===== src/rtl/bp_pkg.sv =====
// Shared definitions for the branch predictor family.
// Provides saturating-counter helpers that work for any counter width
// up to CTR_MAX_W, the weak-not-taken reset value, and the width of
// the mispredict performance counter.
package bp_pkg;

  localparam int MISPRED_CNT_BITS = 16;
  localparam int CTR_MAX_W        = 4;

  // Counters of every legal width are carried in this word and cut down
  // to their real width at the call site.
  typedef logic [CTR_MAX_W-1:0] ctr_word_t;

  function automatic ctr_word_t ctr_weak_nt(input int unsigned ctr_bits);
    return ctr_word_t'((32'd1 << (ctr_bits - 32'd1)) - 32'd1);
  endfunction

  function automatic ctr_word_t ctr_max(input int unsigned ctr_bits);
    return ctr_word_t'((32'd1 << ctr_bits) - 32'd1);
  endfunction

  function automatic ctr_word_t sat_inc(input ctr_word_t v, input int unsigned ctr_bits);
    return (v >= ctr_max(ctr_bits)) ? ctr_max(ctr_bits) : v + ctr_word_t'(1);
  endfunction

  function automatic ctr_word_t sat_dec(input ctr_word_t v, input int unsigned ctr_bits);
    ctr_word_t unused_width;
    unused_width = ctr_word_t'(ctr_bits);
    return (v == '0) ? '0 : v - ctr_word_t'(1) + (unused_width & '0);
  endfunction

endpackage


===== src/rtl/bp_index_hash.sv =====
// Table index generation for the predictor family.
// Bimodal (GHR_BITS == 0): idx = pc[INDEX_BITS+1:2]; the ghr port is ignored.
// Gshare  (GHR_BITS  > 0): idx = pc[INDEX_BITS+1:2] ^ zero-extended ghr.
// Ports:
//   pc  - fetch PC
//   ghr - global history (width 1 and unused in bimodal mode)
//   idx - table index
module bp_index_hash #(
  parameter int INDEX_BITS = 6,
  parameter int GHR_BITS   = 0,
  parameter int PC_BITS    = 32,
  parameter int GHR_W      = (GHR_BITS > 0) ? GHR_BITS : 1
) (
  input  logic [PC_BITS-1:0]    pc,
  input  logic [GHR_W-1:0]      ghr,
  output logic [INDEX_BITS-1:0] idx
);

  // Low two PC bits are the instruction byte offset and never index.
  if (GHR_BITS == 0) begin : g_bimodal
    assign idx = pc[INDEX_BITS+1:2];
  end else begin : g_gshare
    assign idx = pc[INDEX_BITS+1:2] ^ INDEX_BITS'(ghr);
  end

  logic unused_bits;
  assign unused_bits = ^{pc, ghr};

endmodule


===== src/rtl/branch_predictor_table.sv =====
// Table of 2^INDEX_BITS saturating direction counters with optional
// gshare history, a zero-latency lookup and a one-cycle write-back.
// Ports:
//   clk, reset (async, active-low)
//   lookup_pc                       - fetch PC
//   predict_taken, predict_index    - combinational prediction and index used
//   update_valid/index/taken/mispredict - resolved branch from execute
//   mispredict_count                - saturating count of mispredicted updates
module branch_predictor_table
  import bp_pkg::*;
#(
  parameter int INDEX_BITS = 6,
  parameter int CTR_BITS   = 2,
  parameter int GHR_BITS   = 0,
  parameter int PC_BITS    = 32
) (
  input  logic                        clk,
  input  logic                        reset,
  input  logic [PC_BITS-1:0]          lookup_pc,
  output logic                        predict_taken,
  output logic [INDEX_BITS-1:0]       predict_index,
  input  logic                        update_valid,
  input  logic [INDEX_BITS-1:0]       update_index,
  input  logic                        update_taken,
  input  logic                        update_mispredict,
  output logic [MISPRED_CNT_BITS-1:0] mispredict_count
);

  localparam int NUM_ENTRIES = 1 << INDEX_BITS;
  localparam int GHR_W       = (GHR_BITS > 0) ? GHR_BITS : 1;
  localparam logic [CTR_BITS-1:0] WEAK_NT = CTR_BITS'(ctr_weak_nt(CTR_BITS));

  logic [CTR_BITS-1:0]         ctr_q [NUM_ENTRIES];
  logic [CTR_BITS-1:0]         ctr_d [NUM_ENTRIES];
  logic [MISPRED_CNT_BITS-1:0] mispredict_count_q, mispredict_count_d;
  logic [GHR_W-1:0]            ghr_cur;
  logic [INDEX_BITS-1:0]       lookup_idx;

  bp_index_hash #(
    .INDEX_BITS (INDEX_BITS),
    .GHR_BITS   (GHR_BITS),
    .PC_BITS    (PC_BITS),
    .GHR_W      (GHR_W)
  ) u_hash (
    .pc  (lookup_pc),
    .ghr (ghr_cur),
    .idx (lookup_idx)
  );

  // Lookup reads the registered array, so a same-cycle update to the same
  // entry is only visible from the following cycle.
  assign predict_index    = lookup_idx;
  assign predict_taken    = ctr_q[lookup_idx][CTR_BITS-1];
  assign mispredict_count = mispredict_count_q;

  always_comb begin
    ctr_d = ctr_q;
    if (update_valid) begin
      if (update_taken) begin
        ctr_d[update_index] = CTR_BITS'(sat_inc(ctr_word_t'(ctr_q[update_index]), CTR_BITS));
      end else begin
        ctr_d[update_index] = CTR_BITS'(sat_dec(ctr_word_t'(ctr_q[update_index]), CTR_BITS));
      end
    end
  end

  always_comb begin
    mispredict_count_d = mispredict_count_q;
    if (update_valid && update_mispredict && (mispredict_count_q != '1)) begin
      mispredict_count_d = mispredict_count_q + MISPRED_CNT_BITS'(1);
    end
  end

  // Every entry needs the async reset, so the table stays a flop array.
  always_ff @(posedge clk or negedge reset) begin
    if (!reset) begin
      for (int i = 0; i < NUM_ENTRIES; i++) begin
        ctr_q[i] <= WEAK_NT;
      end
      mispredict_count_q <= '0;
    end else begin
      ctr_q              <= ctr_d;
      mispredict_count_q <= mispredict_count_d;
    end
  end

  if (GHR_BITS > 0) begin : g_ghr
    logic [GHR_BITS-1:0] ghr_q, ghr_d;

    // History is non-speculative: it shifts only on resolved branches.
    // Truncating the concatenation drops the oldest bit and also covers
    // the single-bit history case.
    always_comb begin
      ghr_d = ghr_q;
      if (update_valid) begin
        ghr_d = GHR_BITS'({ghr_q, update_taken});
      end
    end

    always_ff @(posedge clk or negedge reset) begin
      if (!reset) begin
        ghr_q <= '0;
      end else begin
        ghr_q <= ghr_d;
      end
    end

    assign ghr_cur = ghr_q;
  end else begin : g_no_ghr
    assign ghr_cur = '0;
  end

endmodule


===== config.mk =====
export PLATFORM = sky130hd
export DESIGN_NAME = branch_predictor_table
export DESIGN_NICKNAME = d
export VERILOG_FILES = /design/src/rtl/bp_pkg.sv /design/src/rtl/bp_index_hash.sv /design/src/rtl/branch_predictor_table.sv
export SDC_FILE = /design/constraint.sdc
export NUM_CORES = 1
export LEC_CHECK = 0
export CAP_MARGIN = 10
export CORE_MARGIN = 2
export CORE_UTILIZATION = 41
export DETAILED_ROUTE_END_ITERATION = 12
export PLACE_DENSITY_LB_ADDON = 0.15
export SLEW_MARGIN = 20
export SYNTH_ARGS = -nofsm -noshare
export SYNTH_HDL_FRONTEND = slang
export SYNTH_SLANG_ARGS = --single-unit

===== constraint.sdc =====
create_clock -name clk -period 6 [get_ports clk]
set_input_delay 1.2 -clock clk [delete_from_list [all_inputs] [get_ports clk]]
set_output_delay 1.2 -clock clk [all_outputs]
set_load 0.01 [all_outputs]

==> qor.csv <==
stage;metric;value;unit
status;status;finished, final reports clean;
die;fp.dieH;141.0;µm
yosys;syn_inst;727;
setup_path;crit_required;4800;ps
setup_path;reg2reg_slack;2950;ps
yosys;synth_warnings;0;
yosys;synth_compound_area_share;16.78;%
setup_path;startpoint_type;input port;
cts;cts_buffer_depth;2;
timing;rsz0062_at_grt;false;
cts;postCtsResizedCells;0;
timing;finalCritPeriodShare;87.61;%
yosys;synth-xor-area-share;1.593;%
setup_path;crit_top_cell;mux4_2;
finish;syn2layout_area_growth;13.06;%
timing;slew_violations;0;
min_path;hold_path_class;reg -> reg;
die;placementRows;50;
place;globalplace.congestion;0.8253;
power;powerDensity;305.0;nW/µm²
yosys;yosysTopAreaCell;dfrtp_1;
cts;clk_pin_slew;60;ps
timing;tightest_slew;1203;ps
setup_path;path_cells;clkdlybuf4s50_1 -> buf_4 -> mux4_2 -> mux4_2 -> mux4_2 -> clkdlybuf4s50_1;
route;drcViolationCount;0;
setup_path;cp.buffers_inverters;3;
place;post-dp-hpwl;13880;µm
timing;fin_setup_tns;0;ps
timing;setup_violations;0;
place;port_buffers;39;
cts;cts_hold_buf;0;
timing;holdWs;468.7;ps
yosys;ys_ff_latch;144;
die;die_w;141.0;µm
yosys;synth_top_family_by_area;compound AO/OA/AOI/OAI gates;
setup_path;critPathTopFamily;multiplexers;
timing;hold_viol;0;
die;dieArea;19880;µm²
yosys;synth_simple_gate_area_share;16.52;%
cts;cts_sinks;144;
yosys;yosysUniqueCellTypes;63;
yosys;synth_area_per_cell;10.58;µm²
cts;htree_levels;4;
route;routed_wl;20510;µm
finish;multi_input_area;3661;µm²
yosys;async_reset_ff_share;100.0;%
cts;postCtsSetupBuffers;0;
timing;achievable-frequency;190.2;MHz
setup_path;slowest_stage;mux4_2;
route;post_drt_wl_per_cell;20.47;µm
die;core_region_area;18580;µm²
route;drtAntennaViolNets;0;
timing;maxSlewHeadroom;19.54;%
cts;cts-root-buf;clkbuf_16;
grt;antenna_found_initial;0;
cts;cts_tree;yes;
power;peakVddDrop;182.6;µV
cts;clkLatencyLatePin;430;ps
finish;final_cell_count_no_fill;1002;
finish;final_common_cell;nand2_1;
yosys;ys.flop_type;dfrtp_1;
timing;period_minus_slack;5256;ps
cts;cts_made_buffers;17;
die;start_util;41.41;%
setup_path;arrival;4060;ps
power;leakage;3.378;nW
yosys;synth_fa_ha_area_share;0.5203;%
yosys;synth_nets;771;
route;viasPerCell;5.740;
yosys;synth_edf_count;0;
yosys;ys_seq_area_share;47.87;%
setup_path;crit_path_end_kind;primary output;
finish;layout_common_cells;nand2_1 (211), dfrtp_1 (80), o21ai_0 (67), dfstp_2 (64), o21ai_2 (60);
yosys;synth_top_area_share;26.02;%
grt;grt_use_total;21.72;%
place;dp.cells;970;
grt;overflow;0;
finish;fin_nets;799;
yosys;synthTopCellsByArea;dfrtp_1 (26%), dfstp_2 (22%), nand2_1 (10%), mux4_2 (9.7%), o21ai_2 (6.8%);
route;drt_iter0_markers;494;
grt;grt_max_degree;91;
finish;fillers;1715;
setup_path;crit_fanout;17;
route;vias;5751;
yosys;syn-cell-area;7695;µm²
timing;clock_skew;10.66;ps
power;p_total;0.002653;W
yosys;synthMuxAreaShare;12.16;%
grt;grt_first_pass_wirelength;32840;µm
finish;register_area;3684;µm²
setup_path;critPathKind;in -> out;
grt;grt_pass1_vias;5798;
run;drv_cap;0;
finish;insertedDiodeCount;0;
route;drtPass1Iterations;6;
finish;drive_above_1_share;28.39;%
setup_path;cpPeakStageDelay;580;ps
die;boundaryPins;66;
-- layer usage --
layer | track usage [%] | wire, µm | vias to the layer above
met3 | 4.314 | 1198 | 36
li1 | - | - | 2668
met2 | 34.20 | 9797 | 186
met5 | 0 | 0 | -
met1 | 30.61 | 9073 | 2861
met4 | 6.632 | 439 | 0
-- flip-flops by register name (all words and copies together) (netlist names) --
register	count
ctr_q	128
mispredict_count	16
-- Yosys cell counts (4+ instances only) --
master,count
a221oi_1,8
nor3b_1,5
buf_12,6
mux4_2,33
buf_4,10
nor2_1,15
clkbuf_1,5
a22oi_1,4
xor2_1,4
nand2_1,211
mux2i_1,11
and3b_1,5
dfrtp_1,80
a21oi_1,4
o21ai_2,60
mux2_2,6
o21ai_0,67
nor2b_1,4
nand3_1,10
xnor2_1,10
nand3b_1,4
dfstp_2,64
o21ai_1,6
o211ai_1,5
and3_1,10
buf_2,16
-- layout make-up --
class                      count  share of cell area [%]
clock buffer                  21                   5.178
timing repair buffer          51                   5.623
multi-input combinational    537                   42.08
tap                          234                   3.365
clock inverter                11                   1.237
sequential                   144                   42.34
inverter                       4                  0.1726
-- kinds of logic after synthesis --
family                   after synthesis
multiplexers                          51
flip-flops                           144
AND/OR/NAND/NOR                      286
XOR/XNOR                              14
adder cells (fa/ha/maj)                3
AO/OA/AOI/OAI                        183
buffers and inverters                 46
-- per-stage QoR --
stage	area (µm²)	worst slack, ps	util (%)
after floorplan	7695	1404	-
after global placement	8142	713.8	43.82
after detailed placement	8142	716.8	43.82
after CTS	8700	716.5	46.82
after global routing	8700	648.1	46.82
final	8700	743.5	46.82
-- path summary, 6_finish.rpt --
check,startpoint,endpoint,cells after the start
min in group asynchronous,reset,ctr_q[19],1
max,lookup_pc[2],predict_taken,6
min,ctr_q[52],ctr_q[52],2
min reg2reg,ctr_q[52],ctr_q[52],2
max in group asynchronous,reset,ctr_q[35],2
max reg2reg,ctr_q[17],ctr_q[36],8
-- power by group --
| part | internal [W] | total [W] | switching [W] | leakage [nW] |
|---|---|---|---|---|
| Combinational | 0.000189 | 0.000431 | 0.000242 | 1.36 |
| Sequential | 0.00113 | 0.00122 | 0.0000892 | 1.76 |
| Clock | 0.000584 | 0.00101 | 0.000422 | 0.256 |
| Total | 0.00190 | 0.00265 | 0.000752 | 3.38 |
-- worst register-to-register path: stages (launching register included) --
cell and delay [ps]:
dfrtp_1 410, mux2_2 270, a221oi_1 250, o221ai_1 220, a22o_1 300, nor4_4 330
maj3_4 780, buf_12 300, o21ai_2 110
No activity file was read; power rests on OpenSTA's default activity.
